==> config.mk <==
export PLATFORM = sky130hd
export DESIGN_NAME = calc_unit
export DESIGN_NICKNAME = d
export VERILOG_FILES = /design/src/rtl/calc_unit.sv
export SDC_FILE = /design/constraint.sdc
export NUM_CORES = 1
export LEC_CHECK = 0
export ABC_CLOCK_PERIOD_IN_PS = 3770
export CAP_MARGIN = 20
export CORE_MARGIN = 1.5
export CORE_UTILIZATION = 40
export DETAILED_ROUTE_END_ITERATION = 8
export PLACE_DENSITY_LB_ADDON = 0.25
export SLEW_MARGIN = 5
export SYNTH_ARGS = -nofsm -noshare
export SYNTH_HDL_FRONTEND = slang
export SYNTH_SLANG_ARGS = --single-unit
==> constraint.sdc <==
create_clock -name clk -period 3.77 [get_ports clk]
set_clock_uncertainty 0.15 [all_clocks]
set_input_delay 0.754 -clock clk [delete_from_list [all_inputs] [get_ports clk]]
set_output_delay 0.754 -clock clk [all_outputs]
set_load 0.05 [all_outputs]
==> src/rtl/calc_unit.sv <==
// Accumulator calculator: 32-bit ALU folds the switches into a 16-bit accumulator shown on the LEDs.
// Optional CALC_BTND_EDGE_EN: synchronize btnd and commit once per press instead of every cycle.
module calc_unit (
    input  logic        clk,
    input  logic        btnu,
    input  logic        btnd,
    input  logic        btnl,
    input  logic        btnc,
    input  logic        btnr,
    input  logic [15:0] sw,
    output logic [15:0] led
);

    typedef enum logic [2:0] {
        OP_ADD = 3'b000,
        OP_SUB = 3'b001,
        OP_AND = 3'b010,
        OP_OR  = 3'b011,
        OP_XOR = 3'b100,
        OP_SLT = 3'b101,
        OP_SLL = 3'b110,
        OP_SRA = 3'b111
    } op_e;

    op_e                op;
    logic signed [31:0] opa;
    logic signed [31:0] opb;
    logic        [4:0]  shamt;
    logic        [15:0] alu_lo;
    logic        [15:0] acc_d;
    logic        [15:0] acc_q;
    logic               commit;

    assign op    = op_e'({btnl, btnc, btnr});
    assign opa   = {{16{acc_q[15]}}, acc_q};
    assign opb   = {{16{sw[15]}}, sw};
    assign shamt = sw[4:0];
    assign led   = acc_q;

    // Each result is formed at full 32-bit width and only its low half is kept.
    always_comb begin
        alu_lo = 16'h0000;
        case (op)
            OP_ADD: alu_lo = 16'(opa + opb);
            OP_SUB: alu_lo = 16'(opa - opb);
            OP_AND: alu_lo = 16'(opa & opb);
            OP_OR:  alu_lo = 16'(opa | opb);
            OP_XOR: alu_lo = 16'(opa ^ opb);
            OP_SLT: alu_lo = {15'h0000, (opa < opb)};
            OP_SLL: alu_lo = 16'(opa << shamt);
            OP_SRA: alu_lo = 16'(opa >>> shamt);
            default: alu_lo = 16'h0000;
        endcase
    end

`ifdef CALC_BTND_EDGE_EN
    logic sync1_d;
    logic sync1_q;
    logic sync2_d;
    logic sync2_q;
    logic prev_d;
    logic prev_q;

    always_comb begin
        sync1_d = btnd;
        sync2_d = sync1_q;
        prev_d  = sync2_q;
        commit  = sync2_q & ~prev_q;
    end

    always_ff @(posedge clk or negedge btnu) begin
        if (!btnu) begin
            sync1_q <= 1'b0;
            sync2_q <= 1'b0;
            prev_q  <= 1'b0;
        end else begin
            sync1_q <= sync1_d;
            sync2_q <= sync2_d;
            prev_q  <= prev_d;
        end
    end
`else
    always_comb begin
        commit = btnd;
    end
`endif

    always_comb begin
        acc_d = commit ? alu_lo : acc_q;
    end

    always_ff @(posedge clk or negedge btnu) begin
        if (!btnu) begin
            acc_q <= 16'h0000;
        end else begin
            acc_q <= acc_d;
        end
    end

endmodule

**Word-level counts from Yosys, hierarchy flattened**

Cells that the tools add are included.

- Output and inout bits: 16
- Input bits: 22
- Flip-flop bits (word level): 16

- Magnitude comparators: 1
- Reductions and logical operators: 1
- $add $sub $neg: 2
- Bitwise gates (word level): 3
- Multiplexer cells: 1
- Eq/ne operators: 7
- Shift-type cells: 2

Operators with widths:

| operator | count |
|---|---|
| one-hot mux 16 bit (8 select lines) | 1 |
| << shifter 32 x 5 -> 16 bit | 1 |
| adder 16 bit | 1 |
| AND 16 bit | 1 |
| less-than comparator 16 bit | 1 |
| bitwise OR 16 bit | 1 |
| >>> shifter 16 x 5 -> 16 bit | 1 |
| subtractor 16 bit | 1 |
| bitwise XOR 16 bit | 1 |
| equality test 3 bit, second input constant | 4 |
| equality test 3 x 2 -> 1 bit, second input constant | 2 |
| equality test 3 x 1 -> 1 bit, second input constant | 1 |
| logical NOT 3 bit | 1 |

**Longest topological paths before layout**

- Depth in word-level cells: 2
- Mapped depth: 12

**Least setup slack after synthesis**

No wires, ideal clock.

- Path kind: in2reg
- Start: input port sw[2]
- End: register acc_q[15], in the netlist led[15]
- Slack: 0.087 ns
- Buffers on the path: 3
- Data arrival time: 3.407 ns
- Stages: 12
- Library setup time: 0.126 ns
- Path through: clkbuf_1 clkinv_1 clkbuf_1 ha_1 buf_2 nor3_1 a221oi_2 a22o_1 o31ai_1 nand4_1 mux2i_1 o32a_1

- Longest elaborated chain between the ends: 2
- Elaborated cells on any way between the ends: 5

RTL lines:

| what | RTL line | text |
|---|---|---|
| from (decl) | 10 | `input logic [15:0] sw,` |
| subtractor 16 bit (tied with other cells) | 45 | `OP_SUB: alu_lo = 16'(opa - opb);` |
| one-hot mux 16 bit (8 select lines) * | 43 | `case (op)` |
| to (signal assigned) | 94 | `acc_q <= 16'h0000;` |
| to (signal assigned) | 96 | `acc_q <= acc_d;` |
| to (decl) | 31 | `logic [15:0] acc_q;` |

Mark *: on every way between the ends. The rest lies on a longest branch, timed or not.
A chain may end at the register's enable or synchronous reset.

**Worst setup path after layout**

- Start: input port sw[2]
- End: register acc_q[6], in the netlist led[6]

The elaborated chain is that of the path after synthesis.

==> implementation parameters <==
Parameter                              Value

STA
  Max-slew headroom ... 37.47%
  Time the worst path needs with I/O delays and setup ... 3.534 ns
  Period utilization ... 93.74%
  Least-Margin Pin Slew ... 0.9351 ns
  Hold violation total from the final report ... 0
  RSZ-0062 raised after global routing ... no
  Highest attainable clock frequency ... 283.0 MHz
  Final setup violating endpoints ... 0
  Max-slew violation total from the final report ... 0

Power and ir drop
  Switching power summed over all nets ... 1.232 mW
  Clock network fraction of design power ... 8.2%
  Total power density per cell area ... 423.7 mW/mm^2
  Portion of total power attributed to combinational logic ... 75.4%
  Leakage dissipation ... 2.221 nW
  Internal power component ... 0.9893 mW
  Total power draw ... 2.221 mW
  Part of the power in registers ... 16.4%
  VDD IR max ... 0.2447 mV
  Switching part of the total ... 55.45%

Synth
  Top flip-flop cell by instance count after synthesis ... dfrtp_1
  Post-synthesis cell area ... 0.004467 sq mm
  Number of enable flip-flop cells after synthesis ... 0
  Main combinational cell family by area after synthesis ... compound AO/OA/AOI/OAI gates
  Post-synthesis sequential area ratio ... 8.964%
  Xor and xnor area share after synthesis ... 1.176%
  Async set-or-reset flop fraction in the synthesized netlist ... 100.0%
  Post-Synthesis Net Count ... 671
  Multiplexer fraction of the synthesized cell area ... 15.38%
  Post-synthesis simple-gate area fraction ... 19.38%
  Post-Syn Area per Cell ... 7.470 sq um
  Synthesis warning total ... 0
  Syn Inst Count ... 598
  Number of synthesized register bits ... 16
  Compound-gate portion of the synthesized area ... 31.01%
  Unique cell type count in the Yosys netlist ... 71
  Adder and majority cell fraction of the synthesized area ... 14.62%

Clock tree
  TritonCTS clock tree ... built
  Reg clk slew, reported paths ... 0.08 ns
  Clock latency reported for the late side of the worst-skew pair ... 0.27 ns
  Maximum number of buffers from clock root to sink ... 2
  Setup fix buffers added after clock tree synthesis ... 0
  Clock root buffer ... clkbuf_8
  Post-cts repair resize count ... 0
  Cts hold-fix bufs ... 0
  H-tree level count ... 1
  Count of clock tree sinks ... 16
  Cts bufs inserted ... 3

Routing
  Drt wl/cell ... 22.45 microns
  Via count ... 5142
  DRT Pass-1 Iters ... 5
  Count of routing violations after the opening detailed-route iteration ... 498
  Via-to-Cell Ratio ... 6.567
  Post-route DRC ... 0
  Antenna-violating nets left ... 0
  Total wirelength of the detailed-routed design ... 17580 microns

Die
  Core Rows ... 38
  Initial standard-cell utilization of the core ... 41.20%
  Area of the die ... 0.01181 sq mm
  Die outline height ... 108.7 microns
  Area of the placeable core ... 0.01084 sq mm
  I/O pin cnt ... 38
  X dimension of the die ... 108.7 microns

Placement
  Total instance count after detailed placement ... 779
  Placer's final routability congestion estimate ... 0.9517
  Post-DP HPWL ... 13560 microns
  Port-buffer cells ... 37
  Area after detailed placement ... 0.005186 sq mm

Critical path
  Nature of the critical path endpoint ... register
  Arrival time of the worst setup path ... 3.54 ns
  Worst setup path category ... input pin to register
  Worst endpoint required time ... 3.78 ns
  Sort of element at the start of the critical path ... input pin
  Critical path peak fanout ... 7

GRT
  Via count of the first global-routing pass ... 4759
  Leftover overflow at the end of global routing ... 0
  Antenna violations before repair ... 0
  First-pass GRT wire length ... 27320 microns
  Largest net degree at the start of global routing ... 39
  Global router's overall resource usage ... 30.45%

Cells and area
  Post-route cell area ... 0.005241 sq mm
  Signed area change from the synthesized netlist to the final layout ... 17.34%
  Count of inserted antenna diode cells ... 0
  Count of non-filler cells in the finished layout ... 783
  Highest-count cells in the layout ignoring fill and taps ... 57 x nor2_1, 54 x a21oi_1, 51 x buf_4, 50 x inv_1, 49 x ha_1
  Share of cells above drive strength 1 ... 15.09%
  Final Net Count ... 717
  # fillers ... 1102
  Number of flip-flops under the largest register name ... 16
  Commonest non-fill, non-tap cell in the layout ... nor2_1

Job
  Total of max-cap violations ... 0

Status
  Outcome ... finished, final reports clean

Min path
  Worst min-delay path class ... register to register
## worst max-delay path, stage by stage
cell and delay (ns):
clkdlybuf4s50_1 0.49, clkinv_1 0.13, ha_1 0.42, nor2_1 0.16
o221ai_1 0.19, buf_4 0.19, a21oi_1 0.13, nor2_1 0.06
xor2_1 0.13, a2111oi_0 0.60, buf_4 0.21, o31ai_1 0.05
## cell families after synthesis
family	after synthesis
compound gates	200
xor+xnor	6
fa+ha+maj	51
buf+inv	101
flops	16
mux	42
simple gates	182
## final timing paths
check                      depth (start not counted)  slack, ns    from       to
setup / recovery                                  12       0.24   sw[2]   led[6]
hold / removal                                     2       0.60  led[1]   led[1]
setup reg to reg                                  12       0.51  led[0]   led[6]
hold reg to reg                                    2       0.60  led[1]   led[1]
max in group asynchronous                          1       2.04    btnu   led[9]
min in group asynchronous                          1       0.85    btnu  led[11]
## power groups by stage
stage          clock, mW  combinational (mW)  sequential, mW
6_report           0.181                1.67           0.365
5_1_grt            0.182                1.80           0.368
4_1_cts            0.176                1.64           0.356
3_5_place_dp           0                1.63           0.360
3_3_place_gp           0                1.63           0.356
2_1_floorplan          0               0.998           0.442
## Yosys cell counts, types with 3 or more instances
master	n	area (sq um)
a2111oi_0	3	26.28
a211oi_1	14	105.1
a21o_1	8	60.06
a21oi_1	54	270.3
a221oi_1	4	35.03
a22o_1	4	35.03
a22oi_1	10	75.07
a31oi_1	5	31.28
buf_2	7	35.03
buf_4	3	22.52
buf_6	3	33.78
clkbuf_1	32	120.1
clkinv_1	3	11.26
dfrtp_1	16	400.4
ha_1	49	613.1
inv_1	50	187.7
mux2_2	3	33.78
mux2i_1	18	180.2
mux4_2	21	473.0
nand2_1	42	157.7
nand2b_1	8	50.05
nand3_1	16	80.08
nand4_1	4	25.02
nor2_1	57	214.0
nor2b_1	6	37.54
nor3_1	23	115.1
nor3b_1	3	22.52
nor4_1	3	18.77
o211ai_1	5	37.54
o21ai_0	32	160.2
o21bai_1	4	30.03
o221ai_1	13	113.9
o22ai_1	5	31.28
o31ai_1	3	22.52
or2_2	4	25.02
or3_1	6	37.54
xnor2_1	4	35.03
## metrics by stage
step                util (%)   TNS [ns]  hold WS [ns]  setup WS, ns
detailed placement     47.84   -0.01859        0.5771      -0.01681
CTS                    48.35          0        0.5880        0.2522
finish                 48.35          0        0.6014        0.2362
global route           48.35          0        0.6229       0.08660
floorplan                  -          0        0.3084       0.08735
global placement       47.84  -0.007069        0.5651     -0.007069
## layer usage
metal,global-route usage [%],part of all wire [%]
met3,2.510,10
met4,9.398,2.9
met2,46.41,44
met5,0,0
met1,45.35,43
## layout make-up
cell class	instances	area [sq um]	share of cell area (%)
flip-flops and latches	16	400.4	7.639
clock buffers	4	55.05	1.050
multi-input cells	481	3643	69.52
inverters	53	198.9	3.796
well taps	140	175.2	3.342
repair buffers	89	768.2	14.66
Note: power is estimated with default switching activity, not from simulation.
